===== src/rtl/traffic_light_ctrl.sv =====
// Phase sequencer for a two-road intersection with a pedestrian crossing.
// Programs an external delay counter (cnt_len/cnt_rst) and advances on its dn pulse.
module traffic_light_ctrl #(
   parameter logic [31:0] T_GREEN  = 32'd499_999_999,
   parameter logic [31:0] T_YELLOW = 32'd199_999_999,
   parameter logic [31:0] T_ALLRED = 32'd99_999_999,
   parameter logic [31:0] T_WALK   = 32'd699_999_999
) (
   input  logic        clk,
   input  logic        reset,
   input  logic        dn,
   input  logic        ped_req,
   output logic [31:0] cnt_len,
   output logic        cnt_rst,
   output logic [2:0]  ns_light,
   output logic [2:0]  ew_light,
   output logic        walk,
   output logic [2:0]  state
);

   typedef enum logic [2:0] {
      NS_G = 3'd0,
      NS_Y = 3'd1,
      AR1  = 3'd2,
      EW_G = 3'd3,
      EW_Y = 3'd4,
      AR2  = 3'd5,
      WALK = 3'd6
   } state_e;

   localparam logic [2:0] LAMP_R = 3'b100;
   localparam logic [2:0] LAMP_Y = 3'b010;
   localparam logic [2:0] LAMP_G = 3'b001;

   state_e      state_q, state_d;
   logic        cnt_rst_q;
   logic        ped_pend_q, ped_pend_d;
   logic        ret_ew_q, ret_ew_d;
   logic        advance, enter_walk;
   logic [31:0] cnt_len_q;
   logic [2:0]  ns_light_q, ew_light_q;
   logic        walk_q;

   function automatic logic [31:0] len_of(input state_e s);
      case (s)
         NS_G, EW_G: len_of = T_GREEN;
         NS_Y, EW_Y: len_of = T_YELLOW;
         AR1, AR2:   len_of = T_ALLRED;
         WALK:       len_of = T_WALK;
         default:    len_of = T_GREEN;
      endcase
   endfunction

   function automatic logic [2:0] ns_of(input state_e s);
      case (s)
         NS_G:    ns_of = LAMP_G;
         NS_Y:    ns_of = LAMP_Y;
         default: ns_of = LAMP_R;
      endcase
   endfunction

   function automatic logic [2:0] ew_of(input state_e s);
      case (s)
         EW_G:    ew_of = LAMP_G;
         EW_Y:    ew_of = LAMP_Y;
         default: ew_of = LAMP_R;
      endcase
   endfunction

   // A dn seen while the counter is still being restarted belongs to the previous phase.
   assign advance = dn && !cnt_rst_q;

   always_comb begin
      // NOTE: state_d gets a default before the case so no path leaves it unassigned (no latch).
      state_d = state_q;
      case (state_q)
         NS_G: if (advance) state_d = NS_Y;
         NS_Y: if (advance) state_d = AR1;
         AR1:  if (advance) state_d = ped_pend_q ? WALK : EW_G;
         EW_G: if (advance) state_d = EW_Y;
         EW_Y: if (advance) state_d = AR2;
         AR2:  if (advance) state_d = ped_pend_q ? WALK : NS_G;
         WALK: if (advance) state_d = ret_ew_q ? EW_G : NS_G;
         default: state_d = NS_G;
      endcase
   end

   // Clearing on WALK entry wins over a request on the same edge.
   assign enter_walk = (state_d == WALK) && (state_q != WALK);
   assign ped_pend_d = enter_walk ? 1'b0 : (ped_pend_q | ped_req);
   assign ret_ew_d   = enter_walk ? (state_q == AR1) : ret_ew_q;

   // Outputs are registered from state_d so lamps change on the same edge as state.
   always_ff @(posedge clk) begin
      if (reset) begin
         state_q    <= NS_G;
         cnt_rst_q  <= 1'b1;
         ped_pend_q <= 1'b0;
         ret_ew_q   <= 1'b0;
         cnt_len_q  <= T_GREEN;
         ns_light_q <= LAMP_G;
         ew_light_q <= LAMP_R;
         walk_q     <= 1'b0;
      end else begin
         // NOTE: non-blocking so every register samples the pre-edge values of state_q.
         state_q    <= state_d;
         cnt_rst_q  <= (state_d != state_q);
         ped_pend_q <= ped_pend_d;
         ret_ew_q   <= ret_ew_d;
         cnt_len_q  <= len_of(state_d);
         ns_light_q <= ns_of(state_d);
         ew_light_q <= ew_of(state_d);
         walk_q     <= (state_d == WALK);
      end
   end

   assign state    = state_q;
   assign cnt_rst  = cnt_rst_q;
   assign cnt_len  = cnt_len_q;
   assign ns_light = ns_light_q;
   assign ew_light = ew_light_q;
   assign walk     = walk_q;

endmodule


===== config.mk =====
export PLATFORM = sky130hd
export DESIGN_NAME = traffic_light_ctrl
export DESIGN_NICKNAME = d
export VERILOG_FILES = /design/src/rtl/traffic_light_ctrl.sv
export SDC_FILE = /design/constraint.sdc
export NUM_CORES = 1
export LEC_CHECK = 0
export BUFFER_PORTS_ARGS = -buffer_cell sky130_fd_sc_hd__buf_4
export CAP_MARGIN = 25
export CORE_MARGIN = 2
export CORE_UTILIZATION = 40
export DETAILED_ROUTE_END_ITERATION = 10
export PLACE_DENSITY = 0.69
export SLEW_MARGIN = 40
export SYNTH_ARGS = -nofsm -noshare
export SYNTH_HDL_FRONTEND = slang
export SYNTH_SLANG_ARGS = --single-unit

===== constraint.sdc =====
create_clock -name clk -period 2.6 [get_ports clk]
set_input_delay 0.52 -clock clk [delete_from_list [all_inputs] [get_ports clk]]
set_output_delay 0.52 -clock clk [all_outputs]
set_load 0.03 [all_outputs]

==> impl_metrics.py <==
metrics = {
    "sta": {
        "clock_skew_ns": 0.005986,
        "maxClockFrequency_ghz": 0.5173,
        "fin_crit_ns": 1.933,
        "tns_ns": 0,
        "slew_violations": 0,
        "worstMarginPinSlew_ns": 0.6444,
        "hold_viol": 0,
        "relSlewSlack_pct": 56.94,
        "setup_violations": 0,
        "worst_slack_ns": 0.6670,
        "finalCritPeriodShare_pct": 74.34,
        "rsz0062_at_grt": "no",
        "holdWs_ns": 0.4898,
    },
    "detailed_routing": {
        "wire_per_inst_um": 10.93,
        "vias_per_cell": 4.788,
        "drtIter0Drc": 10,
        "first_pass_iters": 3,
        "wirelength_mm": 1.803,
        "antenna_left": 0,
        "via_count": 790,
        "drc": 0,
    },
    "clock_network": {
        "root_buffer": "clkbuf_4",
        "htree_levels": 1,
        "cts_buffer_depth": 2,
        "cts_setup_buffers": 0,
        "worstSkewPairLatency_ns": 0.31,
        "cts.sinks": 24,
        "cts_tree": "built",
        "cts_made_buffers": 3,
        "holdBufCountCts": 0,
        "clkTransAtPathRegs_ns": 0.12,
        "post_cts_resized": 0,
    },
    "grt": {
        "antenna_found_initial": 0,
        "grt-ovfl-total": 0,
        "grt_pass1_vias": 675,
        "grtUsageTotal_pct": 11.84,
        "grt_max_degree": 19,
        "grt_pass1_wl_mm": 2.953,
    },
    "layout": {
        "final_common_cell": "buf_4",
        "drive_gt1_share_pct": 34.07,
        "finalNonFillerCells": 165,
        "nets": 140,
        "diodes": 0,
        "area_delta_synth_final_pct": 15.27,
        "fin_util_pct": 49.80,
        "layout_common_cells": "buf_4 (31), dfxtp_1 (24), conb_1 (15), nor2_1 (11), nor3_1 (7)",
    },
    "logic_synthesis": {
        "netlist_area_um2": 1090,
        "synth_edf_count": 0,
        "ys_ff_latch": 24,
        "ys_seq_area_share_pct": 44.09,
        "yosys_warnings": 0,
        "synth.distinct_cells": 39,
        "ys_async_sr_fraction_pct": 0,
        "syn_inst": 113,
        "ys.flop_type": "dfxtp_1",
        "syn_avg_cell_area_um2": 9.644,
    },
    "worst_setup_path": {
        "crit_type": "reg -> reg",
        "critPathMaxFanout": 16,
        "worstSetupStartpointType": "register",
        "slowest_delay_ns": 0.64,
        "crit_chain": "inv_1 -> o311ai_4 -> nor2_1 -> a211o_1",
        "cp.required_ns": 2.81,
        "cp-end-kind": "register",
        "slowest_stage": "o311ai_4",
        "arrival_ns": 2.14,
    },
    "floorplanning": {
        "die_area_um2": 3158,
        "ios": 47,
        "core_region_area_um2": 2522,
        "row_count": 18,
        "die_width_um": 56.20,
        "fp.dieH_um": 56.20,
        "initial_core_util_pct": 43.20,
    },
    "power": {
        "p_per_area_nw_per_um2": 603.7,
        "max-vdd-ir-drop_v": 0.0003641,
        "p_leak_nw": 0.5353,
    },
    "flow_run": {
        "drv_cap": 0,
    },
    "placed_design": {
        "numPortBuffers": 31,
        "dp_hpwl_mm": 1.400,
        "gp_congestion": 0.7209,
        "dp_cells": 161,
        "dpl_worst_slack_ns": 0.5709,
    },
    "run_status": {
        "status": "completed",
    },
    "hold_path": {
        "min-delay-path-class": "in -> reg",
    },
}
-- metal layers --
layer	track usage, %	wire length [um]
met1	12.11	732
met2	21.85	914
met3	2.326	111
met4	7.143	44
met5	0	0
-- power breakdown --
part / internal [mW] / total (mW) / switching [mW]
Combinational: 0.0539 / 0.168 / 0.114
Clock: 0.0855 / 0.190 / 0.104
Sequential: 0.387 / 0.401 / 0.0135
Total: 0.527 / 0.758 / 0.232
-- metrics by stage --
stage                     instance area, um^2  total power, mW
after floorplan                          1139           0.5582
after global placement                   1220           0.5755
after detailed placement                 1220           0.5780
after CTS                                1256           0.7663
after global routing                     1256           0.7918
final                                    1256           0.7583
-- cell families after synthesis --
group / count (synthesis) / share of synthesized area, %
simple gates: 36 / 18.26
buf+inv: 28 / 18.03
flops: 24 / 44.09
compound gates: 20 / 16.19
mux: 2 / 1.952
other cells: 2 / 0.6891
xor+xnor: 1 / 0.8038
-- final timing paths --
path / start / end / slack, ns / cells after the start
setup reg to reg: state[1] / cnt_len[28] / 0.67 / 4
hold / removal: ped_req / ped_pend_q / 0.49 / 3
hold reg to reg: ret_ew_q / ret_ew_q / 0.57 / 2
setup / recovery: state[1] / cnt_len[28] / 0.67 / 4
-- critical path: cells and delay by family, from the launching register on --
family,cells,cell delay [ns]
AO/OA/AOI/OAI,2,0.93
buffers and inverters,1,0.15
flip-flops,1,0.61
AND/OR/NAND/NOR,1,0.14
-- flip-flops by register name, indices dropped and copies added, names as in the netlist --
name	count
ns_light	3
walk	1
cnt_rst	1
ret_ew_q	1
ped_pend_q	1
cnt_len	11
state	3
ew_light	3
-- synth_stat cells (2+ instances only) --
| library cell | count | share of area [%] |
|---|---|---|
| inv_1 | 2 | 0.69 |
| and2_1 | 2 | 1.1 |
| o21ai_0 | 2 | 0.92 |
| nand2_1 | 3 | 1.0 |
| clkbuf_1 | 2 | 0.69 |
| buf_4 | 22 | 15 |
| nor3_1 | 7 | 3.2 |
| a21oi_1 | 6 | 2.8 |
| nand3_1 | 2 | 0.92 |
| conb_1 | 2 | 0.69 |
| nor2_1 | 11 | 3.8 |
| a31oi_1 | 2 | 1.1 |
| dfxtp_1 | 24 | 44 |
-- area by class of cell --
class                           count  area (um^2)
Clock buffer                        4        36.28
Fill cell                         248         1266
Timing Repair Buffer               31        232.7
Multi-Input combinational cell     74        461.7
Tap cell                           30        37.54
Sequential cell                    24        480.5
Inverter                            2        7.507
Power figures use the tool's default switching activity.
